### config.mk
export PLATFORM = sky130hd
export DESIGN_NAME = register_bank_flat
export DESIGN_NICKNAME = d
export VERILOG_FILES = /design/src/rtl/register_bank_if.sv /design/src/rtl/register_bank.sv /design/src/flat_wrapper.sv
export SDC_FILE = /design/constraint.sdc
export NUM_CORES = 1
export LEC_CHECK = 0
export CAP_MARGIN = 40
export CORE_MARGIN = 2
export CORE_UTILIZATION = 50
export CTS_CLUSTER_SIZE = 24
export DETAILED_ROUTE_END_ITERATION = 16
export PLACE_DENSITY_LB_ADDON = 0.25
export SYNTH_ARGS = -nofsm -noshare
export SYNTH_HDL_FRONTEND = slang
export SYNTH_SLANG_ARGS = --single-unit
### constraint.sdc
create_clock -name Clock -period 5 [get_ports Clock]
set_clock_uncertainty 0.05 [all_clocks]
set_input_delay 0.5 -clock Clock [delete_from_list [all_inputs] [get_ports Clock]]
set_output_delay 0.5 -clock Clock [all_outputs]
set_load 0.05 [all_outputs]
### src/rtl/register_bank_if.sv
// register_bank_if: operation, load and read-port bundle for register_bank.
interface register_bank_if #(
  parameter int WIDTH = 16,
  parameter int COUNT = 4
) ();
  // One spare select bit when COUNT is a power of two so out-of-range codes can be driven.
  localparam int SEL_W = $clog2(COUNT + 1);
  logic [2:0] FunSel;
  logic [WIDTH-1:0] I;
  logic [COUNT-1:0] RegSel;
  logic [SEL_W-1:0] OutASel;
  logic [SEL_W-1:0] OutBSel;
  logic [WIDTH-1:0] OutA;
  logic [WIDTH-1:0] OutB;
  logic Z;
  logic N;
  logic C;
  modport master (output FunSel, I, RegSel, OutASel, OutBSel, input OutA, OutB, Z, N, C);
  modport slave (input FunSel, I, RegSel, OutASel, OutBSel, output OutA, OutB, Z, N, C);
endinterface

### src/rtl/register_bank.sv
// register_bank: multi-write register file with inc/dec/load/half-load ops, two read ports and status flags.
module register_bank #(
  parameter int WIDTH = 16,
  parameter int COUNT = 4,
  parameter bit SATURATE = 1'b0,
  parameter logic [WIDTH-1:0] RESET_VALUE = '0
) (
  input logic Clock,
  input logic Reset,
  register_bank_if.slave bus
);
  localparam int H = WIDTH / 2;
  localparam int SEL_W = $clog2(COUNT + 1);
  if (WIDTH % 2 != 0 || WIDTH < 4 || COUNT < 2 || COUNT > 16) begin : g_bad_params
    $error("register_bank: WIDTH must be even and >= 4, COUNT must be 2..16");
  end
  logic [WIDTH-1:0] regs_q [COUNT];
  logic [WIDTH-1:0] regs_d [COUNT];
  logic [WIDTH:0] res [COUNT];
  logic z_q, n_q, c_q, z_d, n_d, c_d;
  logic [WIDTH-1:0] out_a, out_b;
  // Returns {carry, new value}; carry flags an inc/dec that hit an unsigned limit.
  function automatic logic [WIDTH:0] apply_op(input logic [WIDTH-1:0] q, input logic [2:0] f,
                                             input logic [WIDTH-1:0] d);
    logic [H-1:0] lo;
    lo = d[H-1:0];
    case (f)
      3'd0: return (q == '0) ? {1'b1, SATURATE ? q : {WIDTH{1'b1}}} : {1'b0, q - 1'b1};
      3'd1: return (&q) ? {1'b1, SATURATE ? q : {WIDTH{1'b0}}} : {1'b0, q + 1'b1};
      3'd2: return {1'b0, d};
      3'd3: return '0;
      3'd4: return {1'b0, {H{1'b0}}, lo};
      3'd5: return {1'b0, q[WIDTH-1:H], lo};
      3'd6: return {1'b0, lo, q[H-1:0]};
      default: return {1'b0, {H{lo[H-1]}}, lo};
    endcase
  endfunction
  // Walking downward leaves the flags from the lowest-index enabled register.
  always_comb begin
    z_d = z_q;
    n_d = n_q;
    c_d = c_q;
    for (int k = COUNT - 1; k >= 0; k--) begin
      res[k] = apply_op(regs_q[k], bus.FunSel, bus.I);
      regs_d[k] = bus.RegSel[k] ? res[k][WIDTH-1:0] : regs_q[k];
      if (bus.RegSel[k]) begin
        z_d = res[k][WIDTH-1:0] == '0;
        n_d = res[k][WIDTH-1];
        c_d = res[k][WIDTH];
      end
    end
  end
  always_comb begin
    out_a = '0;
    out_b = '0;
    for (int k = 0; k < COUNT; k++) begin
      out_a = (bus.OutASel == SEL_W'(k)) ? regs_q[k] : out_a;
      out_b = (bus.OutBSel == SEL_W'(k)) ? regs_q[k] : out_b;
    end
  end
  always_ff @(posedge Clock or negedge Reset) begin
    if (!Reset) begin
      regs_q <= '{default: RESET_VALUE};
      z_q <= 1'b0;
      n_q <= 1'b0;
      c_q <= 1'b0;
    end else begin
      regs_q <= regs_d;
      z_q <= z_d;
      n_q <= n_d;
      c_q <= c_d;
    end
  end
  assign bus.OutA = out_a;
  assign bus.OutB = out_b;
  assign bus.Z = z_q;
  assign bus.N = n_q;
  assign bus.C = c_q;
endmodule

### src/flat_wrapper.sv
// flat-port wrapper written by rule: the top's interface ports become plain ports
module register_bank_flat 
#(
  parameter int WIDTH = 16,
  parameter int COUNT = 4,
  parameter bit SATURATE = 1'b0,
  parameter logic [WIDTH-1:0] RESET_VALUE = '0
)
  (Clock, Reset, bus_FunSel, bus_I, bus_RegSel, bus_OutASel, bus_OutBSel, bus_OutA, bus_OutB, bus_Z, bus_N, bus_C);
  register_bank_if #(.WIDTH(WIDTH), .COUNT(COUNT)) bus_i ();
  input logic Clock;
  input logic Reset;
  input wire logic [$bits(bus_i.FunSel)-1:0] bus_FunSel;
  input wire logic [$bits(bus_i.I)-1:0] bus_I;
  input wire logic [$bits(bus_i.RegSel)-1:0] bus_RegSel;
  input wire logic [$bits(bus_i.OutASel)-1:0] bus_OutASel;
  input wire logic [$bits(bus_i.OutBSel)-1:0] bus_OutBSel;
  output wire logic [$bits(bus_i.OutA)-1:0] bus_OutA;
  output wire logic [$bits(bus_i.OutB)-1:0] bus_OutB;
  output wire logic [$bits(bus_i.Z)-1:0] bus_Z;
  output wire logic [$bits(bus_i.N)-1:0] bus_N;
  output wire logic [$bits(bus_i.C)-1:0] bus_C;
  assign bus_i.FunSel = bus_FunSel;
  assign bus_i.I = bus_I;
  assign bus_i.RegSel = bus_RegSel;
  assign bus_i.OutASel = bus_OutASel;
  assign bus_i.OutBSel = bus_OutBSel;
  assign bus_OutA = bus_i.OutA;
  assign bus_OutB = bus_i.OutB;
  assign bus_Z = bus_i.Z;
  assign bus_N = bus_i.N;
  assign bus_C = bus_i.C;
  register_bank #(.WIDTH(WIDTH), .COUNT(COUNT), .SATURATE(SATURATE), .RESET_VALUE(RESET_VALUE)) u_core (.Clock(Clock), .Reset(Reset), .bus(bus_i));
endmodule
==> results_dict.tcl <==
set metrics [dict create \
    power.share.switching 0.449 \
    relSlewSlack 0.375 \
    drtPass1Iterations 6 \
    use_met2 0.612 \
    grt_max_degree 43 \
    crit_fanout 10 \
    p_int_w 0.00148 \
    grt.overflow.total 0 \
    fin_nets 1140 \
    antenna_cells 0 \
    p_leak_nw 3.30 \
    max_freq_mhz 235 \
    r2r-end "u_core.bus.Z$_DFFE_PN0P_" \
    grtUsageTotal 0.416 \
    async_reset_ff_frac 1.00 \
    clk_path_buf_depth 2 \
    post_synth_num_cell_types 74 \
    r2r-start "u_core.regs_q[32]$_DFFE_PN0P_" \
    clock-sinks 67 \
    vias 9631 \
    hpwl_mm 26.6 \
    tightest_slew_ns 0.934 \
    ff2ff_path_depth 10 \
    multiInputGateArea_mm2 0.00596 \
    endpoint_kind "flop" \
    postCtsSetupBuffers 0 \
    seqCellArea_mm2 0.00168 \
    io_buffers 65 \
    cts_resized 0 \
    vias_per_cell 7.31 \
    fp.coreArea_mm2 0.0159 \
    place_congestion 1.06 \
    ir_drop_mv 0.172 \
    netlist_area_mm2 0.00820 \
    critPathKind "flop to flop" \
    critPathCapture "u_core.bus.Z$_DFFE_PN0P_" \
    ant_nets 0 \
    synth_edf_count 0 \
    ctsHtreeMaxLevel 3 \
    die_area_mm2 0.0174 \
    area_growth_pct 12.8 \
    hold_viol 0 \
    grt_pass1_vias 8946 \
    fillCellCount 1515 \
    grt_util_met1 0.540 \
    slowest_delay_ns 0.70 \
    synth.ff_latch_count 67 \
    yosysWarnings 0 \
    wl_mm 36.6 \
    seq_area_frac_synth 0.205 \
    synthCells 1106 \
    status "finished clean" \
    r2r_slack_ns 0.75 \
    die_h_um 132 \
    clk_pin_slew_worst_paths_ns 0.06 \
    post-route-period-util 0.850 \
    crit_chain "ha_1 -> nand3_1 -> or4_1 -> o21ai_1 -> o21ai_0 -> a221oi_1 -> nand4_1 -> nor4_1 -> a21oi_1 -> a31oi_1" \
    hp-class "input port to async pin" \
    synth_fp_nets 1147 \
    initial_core_util 0.514 \
    final_core_util 0.580 \
    antenna_found_initial 0 \
    dieWidth_um 132 \
    max_cap_viol_count 0 \
    crit_slowest_cell "or4_1" \
    detail_route.iter0.violations 1503 \
    cts_tree "built" \
    grt_pass1_wl_mm 55.4 \
    comb_power_share 0.411 \
    p_switching_w 0.00121 \
    power.share.clock 0.244 \
    cts_root_buffer "clkbuf_16" \
    cts_inserted_buffers 9 \
    syn_avg_cell_area_um2 7.41 \
    rsz0062_at_grt "no" \
    cts_hold_buf 0 \
    startpoint_type "flop" \
    p_seq_frac 0.345 \
    slew_viol_final 0 \
    row_count 46 \
    cp-startpoint "u_core.regs_q[32]$_DFFE_PN0P_" \
    drive_gt1_frac 0.104 \
    synthFlopType "dfrtp_1" \
    power.density_mw_per_mm2 291 \
    wl_per_cell_um 27.8 \
    io_pins 66 \
    drc 0 \
    setup_viol 0 \
    clk_latency_ns 0.35 \
    arrival_ns 4.46 \
    grt_busiest_layer "met2" \
    cp.required_ns 5.21 \
    layout_min_cycle_time_ns 4.25 \
    use_met3 0.121 \
    setup_tns_ns 0 \
]
## synth_stat cells, types with 4 or more instances
| cell | count | share of area |
|---|---|---|
| a211oi_1 | 8 | 0.0073 |
| a21oi_1 | 78 | 0.048 |
| a221o_1 | 4 | 0.0049 |
| a22o_1 | 10 | 0.011 |
| a22oi_1 | 11 | 0.010 |
| a31oi_1 | 17 | 0.013 |
| a32oi_1 | 4 | 0.0043 |
| and2_1 | 5 | 0.0038 |
| and3_1 | 6 | 0.0046 |
| and4_1 | 6 | 0.0064 |
| buf_1 | 11 | 0.0050 |
| buf_2 | 18 | 0.011 |
| clkbuf_1 | 89 | 0.041 |
| dfrtp_1 | 67 | 0.20 |
| ha_1 | 10 | 0.015 |
| inv_1 | 26 | 0.012 |
| mux2_2 | 10 | 0.014 |
| mux2i_1 | 7 | 0.0085 |
| mux4_2 | 32 | 0.088 |
| nand2_1 | 79 | 0.036 |
| nand2b_1 | 11 | 0.0084 |
| nand3_1 | 55 | 0.034 |
| nand3b_1 | 4 | 0.0037 |
| nand4_1 | 30 | 0.023 |
| nand4b_1 | 5 | 0.0053 |
| nor2_1 | 122 | 0.056 |
| nor2b_1 | 37 | 0.028 |
| nor3_1 | 51 | 0.031 |
| nor3b_1 | 4 | 0.0037 |
| nor4_1 | 30 | 0.023 |
| o2111ai_1 | 6 | 0.0064 |
| o211ai_1 | 19 | 0.017 |
| o21ai_0 | 58 | 0.035 |
| o22a_1 | 7 | 0.0075 |
| o22ai_1 | 9 | 0.0069 |
| o311ai_0 | 4 | 0.0043 |
| o31a_1 | 4 | 0.0043 |
| o31ai_1 | 6 | 0.0055 |
| or2_2 | 6 | 0.0046 |
| or3_1 | 14 | 0.011 |
| or4_1 | 16 | 0.015 |
| xnor2_1 | 36 | 0.038 |
| xor2_1 | 24 | 0.026 |
## cells by family after synthesis
logic type,Yosys count,share of synthesized area
AO/OA/AOI/OAI,280,0.223
XOR/XNOR,60,0.0641
adder cells (fa/ha/maj),10,0.0153
buffers and inverters,146,0.0705
flip-flops,67,0.205
multiplexers,49,0.110
AND/OR/NAND/NOR,494,0.312
## power groups by stage
stage | logic [W] | registers [W] | clock network [W]
finish | 0.00111 | 0.000929 | 0.000655
global route | 0.00117 | 0.000936 | 0.000677
CTS | 0.00108 | 0.000904 | 0.000658
detailed placement | 0.00107 | 0.000915 | 0
global placement | 0.00107 | 0.000913 | 0
floorplan | 0.000896 | 0.000690 | 0
## through the flow
step / setup WS, ns / cell area (um2) / instances / hold WS, ns / power, W
after floorplan: 1.93 / 8200 / 1106 / 0.154 / 0.00159
after global placement: 0.750 / 8910 / 1301 / 0.418 / 0.00198
after detailed placement: 0.865 / 8950 / 1304 / 0.419 / 0.00199
after CTS: 0.959 / 9240 / 1317 / 0.0757 / 0.00264
after global routing: 0.572 / 9240 / 1317 / 0.110 / 0.00279
final: 0.748 / 9240 / 1317 / 0.0616 / 0.00269
## how the worst min path moves through the flow
stage | startpoint | depth (start not counted) | end
2_1_floorplan | Reset | 0 | u_core.bus.C$_DFFE_PN0P_
3_3_place_gp | u_core.bus.C$_DFFE_PN0P_ | 1 | u_core.bus.C$_DFFE_PN0P_
3_5_place_dp | u_core.bus.C$_DFFE_PN0P_ | 1 | u_core.bus.C$_DFFE_PN0P_
4_1_cts | Reset | 1 | u_core.regs_q[38]$_DFFE_PN0P_
5_1_grt | Reset | 1 | u_core.regs_q[36]$_DFFE_PN0P_
6_report | Reset | 1 | u_core.regs_q[38]$_DFFE_PN0P_
## placed cells by master, fill, tap and decap left out, types with 16 or more instances in the layout
cell	synthesis	layout
xor2_1	24	24
nor4_1	30	30
nor3_1	51	49
o21ai_0	58	58
a31oi_1	17	17
xnor2_1	36	36
inv_1	26	26
nor2b_1	37	36
nor2_1	122	122
nand3_1	55	55
nand4_1	30	30
a21oi_1	78	78
o211ai_1	19	19
nand2_1	79	79
dfrtp_1	67	67
buf_4	0	34
or4_1	16	16
mux4_2	32	32
clkdlybuf4s50_1	0	63
## per-layer routing
metal / vias up / share of wire
met5: - / 0
met4: 0 / 0.070
met3: 197 / 0.14
met2: 793 / 0.43
met1: 4549 / 0.36
li1: 4092 / -
## critical path, delay by kind of cell (launching register included)
kind	cells	cell delay, ns
AOI/OAI and AO/OA	5	1.55
adders and majority gates	1	0.24
DFF	1	0.58
and+or+nand+nor	4	1.74
## sequential cells by signal, indices dropped and copies added (netlist names)
signal,flops
u_core.bus.Z,1
u_core.bus.N,1
u_core.regs_q,64
u_core.bus.C,1
## area by class of cell
cell class,count,area share
well taps,216,0.0292
flip-flops and latches,67,0.181
repair buffers,101,0.102
inverters,27,0.0110
clock buffers,11,0.0273
clock inverters,2,0.00406
multi-input cells,893,0.645
Power figures use the tool's default switching activity.
